File: src/rtl/fp16_tree_accum_pkg.sv
// Shared VPE types for the fp16 accumulation stage: data type, constants, FSM states.
package fp16_tree_accum_pkg;

  localparam int unsigned FP16_W = 16;

  typedef logic [FP16_W-1:0] fp16_t;

  localparam fp16_t FP16_POS_ZERO = 16'h0000;
  localparam fp16_t FP16_QNAN     = 16'h7E00;

  typedef enum logic {
    IDLE  = 1'b0,
    ACCUM = 1'b1
  } state_t;

endpackage

File: src/rtl/fp16_tree_accum_add.sv
// Combinational two-operand fp16 adder, round-to-nearest-even, subnormals supported.
module new_fp16_add
  import fp16_tree_accum_pkg::*;
(
  input  logic [15:0] i_a,
  input  logic [15:0] i_b,
  output logic [15:0] o_sum
);

  logic        w_a_nan, w_b_nan, w_a_inf, w_b_inf, w_a_ge, w_sub;
  fp16_t       w_big, w_sml;
  logic [4:0]  w_eb_eff, w_es_eff, w_d;
  logic [10:0] w_mb, w_ms;
  logic [34:0] w_ms_ext;
  logic [13:0] w_ma_al, w_ms_al;
  logic [14:0] w_sum;

  assign w_a_nan = (i_a[14:10] == 5'h1F) && (i_a[9:0] != 10'd0);
  assign w_b_nan = (i_b[14:10] == 5'h1F) && (i_b[9:0] != 10'd0);
  assign w_a_inf = (i_a[14:10] == 5'h1F) && (i_a[9:0] == 10'd0);
  assign w_b_inf = (i_b[14:10] == 5'h1F) && (i_b[9:0] == 10'd0);

  // Order by magnitude so alignment only ever shifts the smaller operand right
  assign w_a_ge   = i_a[14:0] >= i_b[14:0];
  assign w_big    = w_a_ge ? i_a : i_b;
  assign w_sml    = w_a_ge ? i_b : i_a;
  assign w_eb_eff = (w_big[14:10] == 5'd0) ? 5'd1 : w_big[14:10];
  assign w_es_eff = (w_sml[14:10] == 5'd0) ? 5'd1 : w_sml[14:10];
  assign w_mb     = {w_big[14:10] != 5'd0, w_big[9:0]};
  assign w_ms     = {w_sml[14:10] != 5'd0, w_sml[9:0]};
  assign w_d      = w_eb_eff - w_es_eff;
  assign w_ms_ext = {w_ms, 24'd0} >> w_d;
  assign w_ma_al  = {w_mb, 3'b000};
  assign w_ms_al  = {w_ms_ext[34:22], |w_ms_ext[21:0]};
  assign w_sub    = w_big[15] ^ w_sml[15];
  assign w_sum    = w_sub ? ({1'b0, w_ma_al} - {1'b0, w_ms_al})
                          : ({1'b0, w_ma_al} + {1'b0, w_ms_al});

  logic [3:0]  w_lz;
  logic [5:0]  w_exp6, w_sh, w_exp, w_exp_f;
  logic [13:0] w_norm;
  logic [11:0] w_rnd;
  logic [9:0]  w_frac;

  always_comb begin
    w_lz = 4'd13;
    for (int i = 0; i < 14; i++) begin
      if (w_sum[i]) w_lz = 4'(13 - i);
    end
    w_exp6 = {1'b0, w_eb_eff};
    w_sh   = 6'd0;
    if (w_sum[14]) begin
      w_norm = {w_sum[14:2], w_sum[1] | w_sum[0]};
      w_exp  = w_exp6 + 6'd1;
    end else begin
      // Normalise left, but never below the subnormal exponent
      w_sh   = ({2'b00, w_lz} < (w_exp6 - 6'd1)) ? {2'b00, w_lz} : (w_exp6 - 6'd1);
      w_norm = w_sum[13:0] << w_sh;
      w_exp  = w_exp6 - w_sh;
    end
    w_rnd   = {1'b0, w_norm[13:3]}
            + 12'(w_norm[2] & (w_norm[1] | w_norm[0] | w_norm[3]));
    w_exp_f = w_rnd[11] ? (w_exp + 6'd1) : (w_rnd[10] ? w_exp : 6'd0);
    w_frac  = w_rnd[11] ? w_rnd[10:1] : w_rnd[9:0];

    if (w_a_nan || w_b_nan || (w_a_inf && w_b_inf && (i_a[15] != i_b[15]))) begin
      o_sum = FP16_QNAN;
    end else if (w_a_inf) begin
      o_sum = i_a;
    end else if (w_b_inf) begin
      o_sum = i_b;
    end else if (w_sum == 15'd0) begin
      o_sum = {w_big[15] & w_sml[15], 15'd0};
    end else if (w_exp_f >= 6'd31) begin
      o_sum = {w_big[15], 5'h1F, 10'd0};
    end else begin
      o_sum = {w_big[15], w_exp_f[4:0], w_frac};
    end
  end

endmodule

File: src/rtl/fp16_tree_accum.sv
// Left-folds a stream of fp16 partial sums into one total per vector,
// with a single-entry output buffer and a saturating beat count.
module fp16_tree_accum
  import fp16_tree_accum_pkg::*;
#(
  parameter int unsigned WIDTH = 16,
  parameter int unsigned CNT_W = 8
) (
  input  logic             clk,
  input  logic             rst_n,
  input  logic             in_valid_i,
  output logic             in_ready_o,
  input  logic [WIDTH-1:0] in_data_i,
  input  logic             in_last_i,
  output logic             out_valid_o,
  input  logic             out_ready_i,
  output logic [WIDTH-1:0] out_data_o,
  output logic [CNT_W-1:0] out_beats_o,
  output logic             out_sat_o
);

  localparam logic [CNT_W-1:0] CNT_MAX = '1;
  localparam logic [CNT_W-1:0] CNT_ONE = CNT_W'(1);

  state_t           r_state, w_state_nxt;
  fp16_t            r_acc, w_acc_nxt;
  logic [CNT_W-1:0] r_cnt, w_cnt_nxt, w_cnt_inc;
  logic             r_sat, w_sat_nxt, w_clip;
  logic             r_out_valid, w_out_valid_nxt;
  fp16_t            r_out_data;
  logic [CNT_W-1:0] r_out_beats;
  logic             r_out_sat;
  logic             w_accept, w_load, w_load_sat;
  fp16_t            w_sum, w_load_data;
  logic [CNT_W-1:0] w_load_beats;

  new_fp16_add u_add (
    .i_a   (r_acc),
    .i_b   (in_data_i),
    .o_sum (w_sum)
  );

  // Stall only while a finished result is waiting and not being taken
  assign in_ready_o = !(r_out_valid && !out_ready_i);
  assign w_accept   = in_valid_i && in_ready_o;
  assign w_clip     = (r_cnt == CNT_MAX);
  assign w_cnt_inc  = w_clip ? r_cnt : (r_cnt + CNT_ONE);

  always_comb begin
    w_state_nxt  = r_state;
    w_acc_nxt    = r_acc;
    w_cnt_nxt    = r_cnt;
    w_sat_nxt    = r_sat;
    w_load       = 1'b0;
    w_load_data  = in_data_i;
    w_load_beats = CNT_ONE;
    w_load_sat   = 1'b0;
    case (r_state)
      IDLE: begin
        if (w_accept) begin
          if (in_last_i) begin
            w_load = 1'b1;
          end else begin
            w_acc_nxt   = in_data_i;
            w_cnt_nxt   = CNT_ONE;
            w_sat_nxt   = 1'b0;
            w_state_nxt = ACCUM;
          end
        end
      end
      ACCUM: begin
        if (w_accept) begin
          if (in_last_i) begin
            w_load       = 1'b1;
            w_load_data  = w_sum;
            w_load_beats = w_cnt_inc;
            w_load_sat   = r_sat | w_clip;
            w_acc_nxt    = FP16_POS_ZERO;
            w_cnt_nxt    = '0;
            w_sat_nxt    = 1'b0;
            w_state_nxt  = IDLE;
          end else begin
            w_acc_nxt = w_sum;
            w_cnt_nxt = w_cnt_inc;
            w_sat_nxt = r_sat | w_clip;
          end
        end
      end
      default: w_state_nxt = IDLE;
    endcase

    // A load in the same cycle as a drain keeps the buffer full
    w_out_valid_nxt = r_out_valid;
    if (w_load) begin
      w_out_valid_nxt = 1'b1;
    end else if (r_out_valid && out_ready_i) begin
      w_out_valid_nxt = 1'b0;
    end
  end

  always_ff @(posedge clk or negedge rst_n) begin
    if (!rst_n) begin
      r_state     <= IDLE;
      r_acc       <= FP16_POS_ZERO;
      r_cnt       <= '0;
      r_sat       <= 1'b0;
      r_out_valid <= 1'b0;
      r_out_data  <= FP16_POS_ZERO;
      r_out_beats <= '0;
      r_out_sat   <= 1'b0;
    end else begin
      r_state     <= w_state_nxt;
      r_acc       <= w_acc_nxt;
      r_cnt       <= w_cnt_nxt;
      r_sat       <= w_sat_nxt;
      r_out_valid <= w_out_valid_nxt;
      if (w_load) begin
        r_out_data  <= w_load_data;
        r_out_beats <= w_load_beats;
        r_out_sat   <= w_load_sat;
      end
    end
  end

  assign out_valid_o = r_out_valid;
  assign out_data_o  = r_out_data;
  assign out_beats_o = r_out_beats;
  assign out_sat_o   = r_out_sat;

endmodule
File: config.mk
export PLATFORM = sky130hd
export DESIGN_NAME = fp16_tree_accum
export DESIGN_NICKNAME = d
export VERILOG_FILES = /design/src/rtl/fp16_tree_accum_pkg.sv /design/src/rtl/fp16_tree_accum_add.sv /design/src/rtl/fp16_tree_accum.sv
export SDC_FILE = /design/constraint.sdc
export NUM_CORES = 1
export LEC_CHECK = 0
export ABC_AREA = 1
export CAP_MARGIN = 15
export CORE_MARGIN = 4
export CORE_UTILIZATION = 52
export DETAILED_ROUTE_END_ITERATION = 6
export PLACE_DENSITY = 0.77
export SLEW_MARGIN = 20
export SYNTH_ARGS = -nofsm -noshare
export SYNTH_HDL_FRONTEND = slang
export SYNTH_SLANG_ARGS = --single-unit
File: constraint.sdc
create_clock -name clk -period 12.8 [get_ports clk]
set_clock_uncertainty 0.2 [all_clocks]
set_input_delay 3.2 -clock clk [delete_from_list [all_inputs] [get_ports clk]]
set_output_delay 3.2 -clock clk [all_outputs]
set_load 0.02 [all_outputs]
# Yosys cells after proc, flatten, opt, wreduce, memory -nomap -nowiden
# Index checks and enable logic that the tools add are counted.
# Widths: inputs -> output; s select.
[word_totals]
inputBits = 21
wordCells = 124
ff_bits = 52
[op_classes]
bitwise_logic = 8
n_reduce_logical = 25
shift = 2
eq_ne = 7
addsub = 9
mux = 62
order_cmp = 3
[op_table]
columns = ["op", "n"]
rows = [
  ["$mux 16", 13],
  ["$mux 8", 8],
  ["$shr 35x5->35", 1],
  ["$mux 4", 8],
  ["$pmux 16 s2", 1],
  ["$mux 15", 2],
  ["$mux 6", 4],
  ["$reduce_or 22->1", 1],
  ["$logic_not 10->1", 2],
  ["$reduce_bool 10->1", 2],
  ["$pmux 8 s2", 1],
  ["$add 14x14->15", 1],
  ["$ge 15x15->1", 1],
  ["$logic_not 15->1", 1],
  ["$mux 1", 15],
  ["$sub 14x14->15", 1],
  ["$mux 14", 1],
  ["$shl 14x6->14", 1],
  ["$add 11x12->12", 1],
  ["$and 1x12->12", 1],
  ["$mux 3", 4],
  ["$or 12x1->12", 1],
  ["$eq 5x5->1 const B", 2],
  ["$logic_not 5->1", 2],
  ["25 further kinds", 41],
]

# Logic depth before layout (Yosys ltp)
[logic_depth]
depth_word = 41
mapped_depth = 81
depth_no_buf = 78

# By module
# Synthesis repeated with hierarchy kept, for this count alone.
[unflattened]
hier_cells = 1351
area_unflattened_um2 = 7898.8
[by_module_without_submodules]
columns = ["mod", "area_per_inst_um2", "instances", "cells_per_inst"]
rows = [
  ["new_fp16_add", 5213.8, 1, 1011],
  ["fp16_tree_accum", 2685.1, 1, 340],
]

# Least setup slack after synthesis
# No wires, ideal clock.
[synth_path]
path_kind = "input -> register"
from = "in in_data_i[14]"
to = "reg r_acc[12]"
required_ns = 12.467
cell_stages = 72
path_slack_ns = -0.090
setup_ns = 0.133
arrival_time_ns = 12.557
cell_sequence = "inv_1 -> ha_1 -> nand2_2 -> nor2_2 -> nand2_1 -> nor2_1 -> nand2_2 -> nand3_4 -> buf_6 -> inv_1 -> o21ai_0 -> inv_1 -> nor2_1 -> nand2_1 -> inv_1 -> nor2_1 -> ha_1 -> fa_1 -> [36 not listed] -> o21ai_0 -> a21oi_1 -> ha_1 -> inv_1 -> nor2_1 -> a311oi_1 -> or2_2 -> nand2_1 -> a21oi_1 -> xor2_1 -> xnor2_1 -> nand2_1 -> nand2_1 -> inv_2 -> buf_4 -> nand3_1 -> a211oi_1 -> a21oi_1"
[synth_between]
elab_chain_len = 41
word_cells_on_any_way = 62
classes_between = "add/sub: 8; order compare: 3; eq/ne: 1; shift: 2; mux: 31; bitwise: 5; reduce/logical: 12"
[synth_lines]
columns = ["element", "line_no", "source"]
rows = [
  ["start, declared", "fp16_tree_accum.sv:13", "input logic [WIDTH-1:0] in_data_i,"],
  ["$ge 15x15->1", "fp16_tree_accum_add.sv:24", "assign w_a_ge = i_a[14:0] >= i_b[14:0];"],
  ["$mux 16 (on tied branches)", "fp16_tree_accum_add.sv:25, fp16_tree_accum_add.sv:26", ""],
  ["$logic_not 5->1 (on tied branches)", "fp16_tree_accum_add.sv:27, fp16_tree_accum_add.sv:28", ""],
  ["$mux 5 (on tied branches)", "fp16_tree_accum_add.sv:27, fp16_tree_accum_add.sv:28", ""],
  ["$sub 5x5->5", "fp16_tree_accum_add.sv:31", "assign w_d = w_eb_eff - w_es_eff;"],
  ["$shr 35x5->35", "fp16_tree_accum_add.sv:32", "assign w_ms_ext = {w_ms, 24'd0} >> w_d;"],
  ["$reduce_or 22->1", "fp16_tree_accum_add.sv:34", "assign w_ms_al = {w_ms_ext[34:22], |w_ms_ext[21:0]};"],
  ["$add 14x14->15 / $sub 14x14->15 (equally long branches)", "fp16_tree_accum_add.sv:37, fp16_tree_accum_add.sv:36", ""],
  ["[25 not listed]", "--", ""],
  ["$mux 15", "fp16_tree_accum_add.sv:74", "end else if (w_exp_f >= 6'd31) begin"],
  ["$mux 16", "fp16_tree_accum_add.sv:72", "end else if (w_sum == 15'd0) begin"],
  ["$mux 16", "fp16_tree_accum_add.sv:70", "end else if (w_b_inf) begin"],
  ["$mux 16", "fp16_tree_accum_add.sv:68", "end else if (w_a_inf) begin"],
  ["$mux 16 (*)", "fp16_tree_accum_add.sv:66", "if (w_a_nan || w_b_nan || (w_a_inf && w_b_inf && (i_a[15] != i_b[15]))) begin"],
  ["$mux 16 (*)", "fp16_tree_accum.sv:73", "if (in_last_i) begin"],
  ["$mux 16 (*)", "fp16_tree_accum.sv:72", "if (w_accept) begin"],
  ["$pmux 16 s2 (*)", "fp16_tree_accum.sv:58", "case (r_state)"],
  ["end signal, assigned", "fp16_tree_accum.sv:113", "r_acc <= w_acc_nxt;"],
  ["end, declared", "fp16_tree_accum.sv:26", "fp16_t r_acc, w_acc_nxt;"],
]
# Every way passes the cells marked *; elsewhere a longest branch is shown, timed or not. The select of a mux whose other input is x is not followed.
# A chain may end at the register's enable or synchronous reset.

# Worst setup path after layout
[layout_path]
from = "in in_data_i[7]"
to = "reg r_out_data[11], in the netlist out_data_o[11]"
[layout_between]
elab_chain_len = 41
word_cells_on_any_way = 63
classes_between = "add/sub: 8; order compare: 3; shift: 2; mux: 31; bitwise: 5; reduce/logical: 14"
[layout_lines]
columns = ["element", "line_no", "source"]
rows = [
  ["$ge 15x15->1", "fp16_tree_accum_add.sv:24", ""],
  ["$mux 16 (on tied branches)", "fp16_tree_accum_add.sv:25, fp16_tree_accum_add.sv:26", ""],
  ["$logic_not 5->1 (on tied branches)", "fp16_tree_accum_add.sv:27, fp16_tree_accum_add.sv:28", ""],
  ["$mux 5 (on tied branches)", "fp16_tree_accum_add.sv:27, fp16_tree_accum_add.sv:28", ""],
  ["$sub 5x5->5", "fp16_tree_accum_add.sv:31", ""],
  ["$shr 35x5->35", "fp16_tree_accum_add.sv:32", ""],
  ["$reduce_or 22->1", "fp16_tree_accum_add.sv:34", ""],
  ["$add 14x14->15 / $sub 14x14->15 (equally long branches)", "fp16_tree_accum_add.sv:37, fp16_tree_accum_add.sv:36", ""],
  ["[25 not listed]", "--", ""],
  ["$mux 15", "fp16_tree_accum_add.sv:74", ""],
  ["$mux 16", "fp16_tree_accum_add.sv:72", ""],
  ["$mux 16", "fp16_tree_accum_add.sv:70", ""],
  ["$mux 16", "fp16_tree_accum_add.sv:68", ""],
  ["$mux 16 (*)", "fp16_tree_accum_add.sv:66", ""],
  ["$mux 16 (*)", "fp16_tree_accum.sv:73", ""],
  ["$mux 16 (*)", "fp16_tree_accum.sv:72", ""],
  ["$mux 16 (*)", "fp16_tree_accum.sv:58", ""],
  ["end signal, assigned", "fp16_tree_accum.sv:118", "r_out_data <= w_load_data;"],
  ["end, declared", "fp16_tree_accum.sv:30", "fp16_t r_out_data;"],
]
# Every way passes the cells marked *; elsewhere a longest branch is shown, timed or not.

==> out/results.ini <==
[yosys]
synth_area_per_cell_sq_um = 5.85
synth.most_common_cell = nand2_1
syn_nets = 1419
ys_types = 50
synth_edf_count = 0
yosys.area_share.adder = 0.0912
synth_top_family_by_area = simple AND/OR/NAND/NOR gates
synth_top_area_share = 0.195
synthXorXnorAreaFrac = 0.0300
yosysSeqAreaShare = 0.166
synth_seq_cells = 52
ys.flop_type = dfrtp_1
synthMuxAreaShare = 0
yosys_warnings = 0
synth_compound_area_frac = 0.142
synth-async-reset-ratio = 1.00
synth_area_leaders = nand2_1, dfrtp_1, nand3_1, ha_1, inv_1
syn_inst = 1342
synthSimpleGateAreaFrac = 0.456
netlist_top_cells_count = nand2_1, nand3_1, inv_1, nor2_1, o21ai_0
netlist_area_sq_mm = 0.00785
yosysTopAreaCell = nand2_1

[floorplanning]
die_x_microns = 131
dieArea_sq_mm = 0.0171
fp.dieH_microns = 131
num_rows = 44
initial_core_util = 0.536
io_pins = 48
core_sq_mm = 0.0146

[clock_tree]
cts_root_buffer = clkbuf_16
cts_buffer_depth = 2
cts_tree = built
cts.sinks = 52
cts_hold_buf = 0
cts_buffers = 5
clk_pin_slew_ns = 0.08
worstSkewPairLatency_ns = 0.30
htree_levels = 2

[critical_path]
startpoint_type = primary input
cp.arrival_ns = 12.34
slowest_stage = fa_2
worstSetupEndpointType = flip-flop
cpPeakStageDelay_ns = 0.60
worstSetupPathType = primary input to flip-flop
path_max_fanout = 7
crit_required_ns = 12.83
crit_path_frequent_cell = nand2_1

[timing]
relSlewSlack = 0.241
tightest_slew_ns = 1.14
setup_ws_ns = 0.491
finalCritPeriodShare = 0.962
finalSetupTns_ns = 0
max_freq_ghz = 0.0812
hold_viol = 0
finalSetupViolCount = 0
slew_viol_final = 0
min_period_ns = 12.31

[global_route]
grtUsageTotal = 0.291
grt_pass1_vias = 8412
grt_overflow = 0
antenna_found_initial = 0
grt_max_degree = 53
grt_pass1_wl_microns = 40500

[finish]
fill_cells = 1308
diodes = 0
drive_gt1_frac = 0.223
fin_nets = 1563
area_delta_synth_final_pct = 27.0
finish.instance_area_sq_mm = 0.00997

[detailed_routing]
dr.pass1.iters = 6
wl_per_cell_microns = 15.5
drt_iter0_drc = 884
avgViaCountPerCell = 5.65
wl_microns = 26000
drc_errors = 0
vias = 9444
drtAntennaViolNets = 0

[place]
hpwl_microns = 19900
place_ws_ns = -0.315
dpl_cell_area_sq_mm = 0.00915
place_congestion = 0.983
port_buffers = 47

[flow_run]
maxCapViolCount = 0

[worst_hold_path]
hold_path.class = flip-flop to flip-flop

[run_status]
outcome = complete, no violations

==> cell families (layout without fill, tap and decap cells) <==
group	count (synthesis)	after routing
simple gates	806	806
buf+inv	215	360
compound gates	187	187
fa+ha+maj	56	56
flops	52	52
xor+xnor	26	26
==> sequential cells by signal, summed over array words and instances (netlist names), named ones only <==
register / cells
out_beats_o: 8
r_acc: 16
out_valid_o: 1
r_sat: 1
out_data_o: 16
r_cnt: 8
out_sat_o: 1
==> through the flow <==
step / std cells / utilization / hold slack, ns
2_1_floorplan: 1342 / - / 0.293
3_3_place_gp: 1643 / 0.625 / 0.271
3_5_place_dp: 1643 / 0.625 / 0.277
4_1_cts: 1651 / 0.636 / 0.292
5_1_grt: 1671 / 0.681 / 0.307
6_report: 1671 / 0.681 / 0.288
==> timing repair <==
| item | in CTS | in global routing |
|---|---|---|
| setup endpoints to repair | 7 | 30 |
| gates resized for setup | 4 | 135 |
| pin swaps | 0 | 52 |
| buffers inserted | 0 | 17 |
| gates cloned | 0 | 4 |
==> worst paths after layout <==
path                                start              to  slack (ns)  cells after the start
setup / recovery             in_data_i[7]  out_data_o[11]        0.49                     71
hold / removal             out_beats_o[2]  out_beats_o[2]        0.29                      2
setup reg to reg                 r_acc[8]  out_data_o[11]        3.10                     71
hold reg to reg            out_beats_o[2]  out_beats_o[2]        0.29                      2
max in group asynchronous           rst_n        r_acc[1]        9.14                      2
min in group asynchronous           rst_n  out_beats_o[3]        2.81                      2
==> metal layers <==
metal | GRT usage | wire, microns | vias to the layer above
met5 | 0 | 0 | -
met4 | 0.0774 | 650 | 0
met3 | 0.0268 | 1670 | 58
met2 | 0.490 | 12400 | 414
met1 | 0.400 | 11300 | 4317
li1 | - | - | 4655
==> area by class of cell <==
| cell class | instances | area (sq um) | share of cell area |
|---|---|---|---|
| tap | 184 | 230 | 0.0231 |
| sequential | 52 | 1300 | 0.131 |
| multi-input combinational | 1075 | 6060 | 0.608 |
| clock inverter | 3 | 28.8 | 0.00289 |
| inverter | 172 | 656 | 0.0658 |
| clock buffer | 5 | 125 | 0.0126 |
| timing repair inverter | 1 | 7.51 | 0.000753 |
| timing repair buffer | 179 | 1560 | 0.156 |
==> cell usage in the layout, fill, tap and decap left out, drive strengths merged, types with 19 or more instances in the layout <==
cell type	instances
clkdlybuf4s50	31
ha	54
xor2	19
or2	19
nor2	130
a21oi	56
buf	131
nand3	188
nand2	433
dfrtp	52
o21ai	75
inv	174
==> worst max-delay path: cells and delay by family <==
| family | cells | cell delay, ns |
|---|---|---|
| AND/OR/NAND/NOR | 35 | 3.09 |
| adder cells (fa/ha/maj) | 8 | 2.45 |
| AO/OA/AOI/OAI | 12 | 1.84 |
| buffers and inverters | 14 | 1.42 |
| XOR/XNOR | 2 | 0.33 |
Power is left out: the tool's default activity adds up to more than one toggle a clock period on the data nets, which glitch-free logic cannot reach.
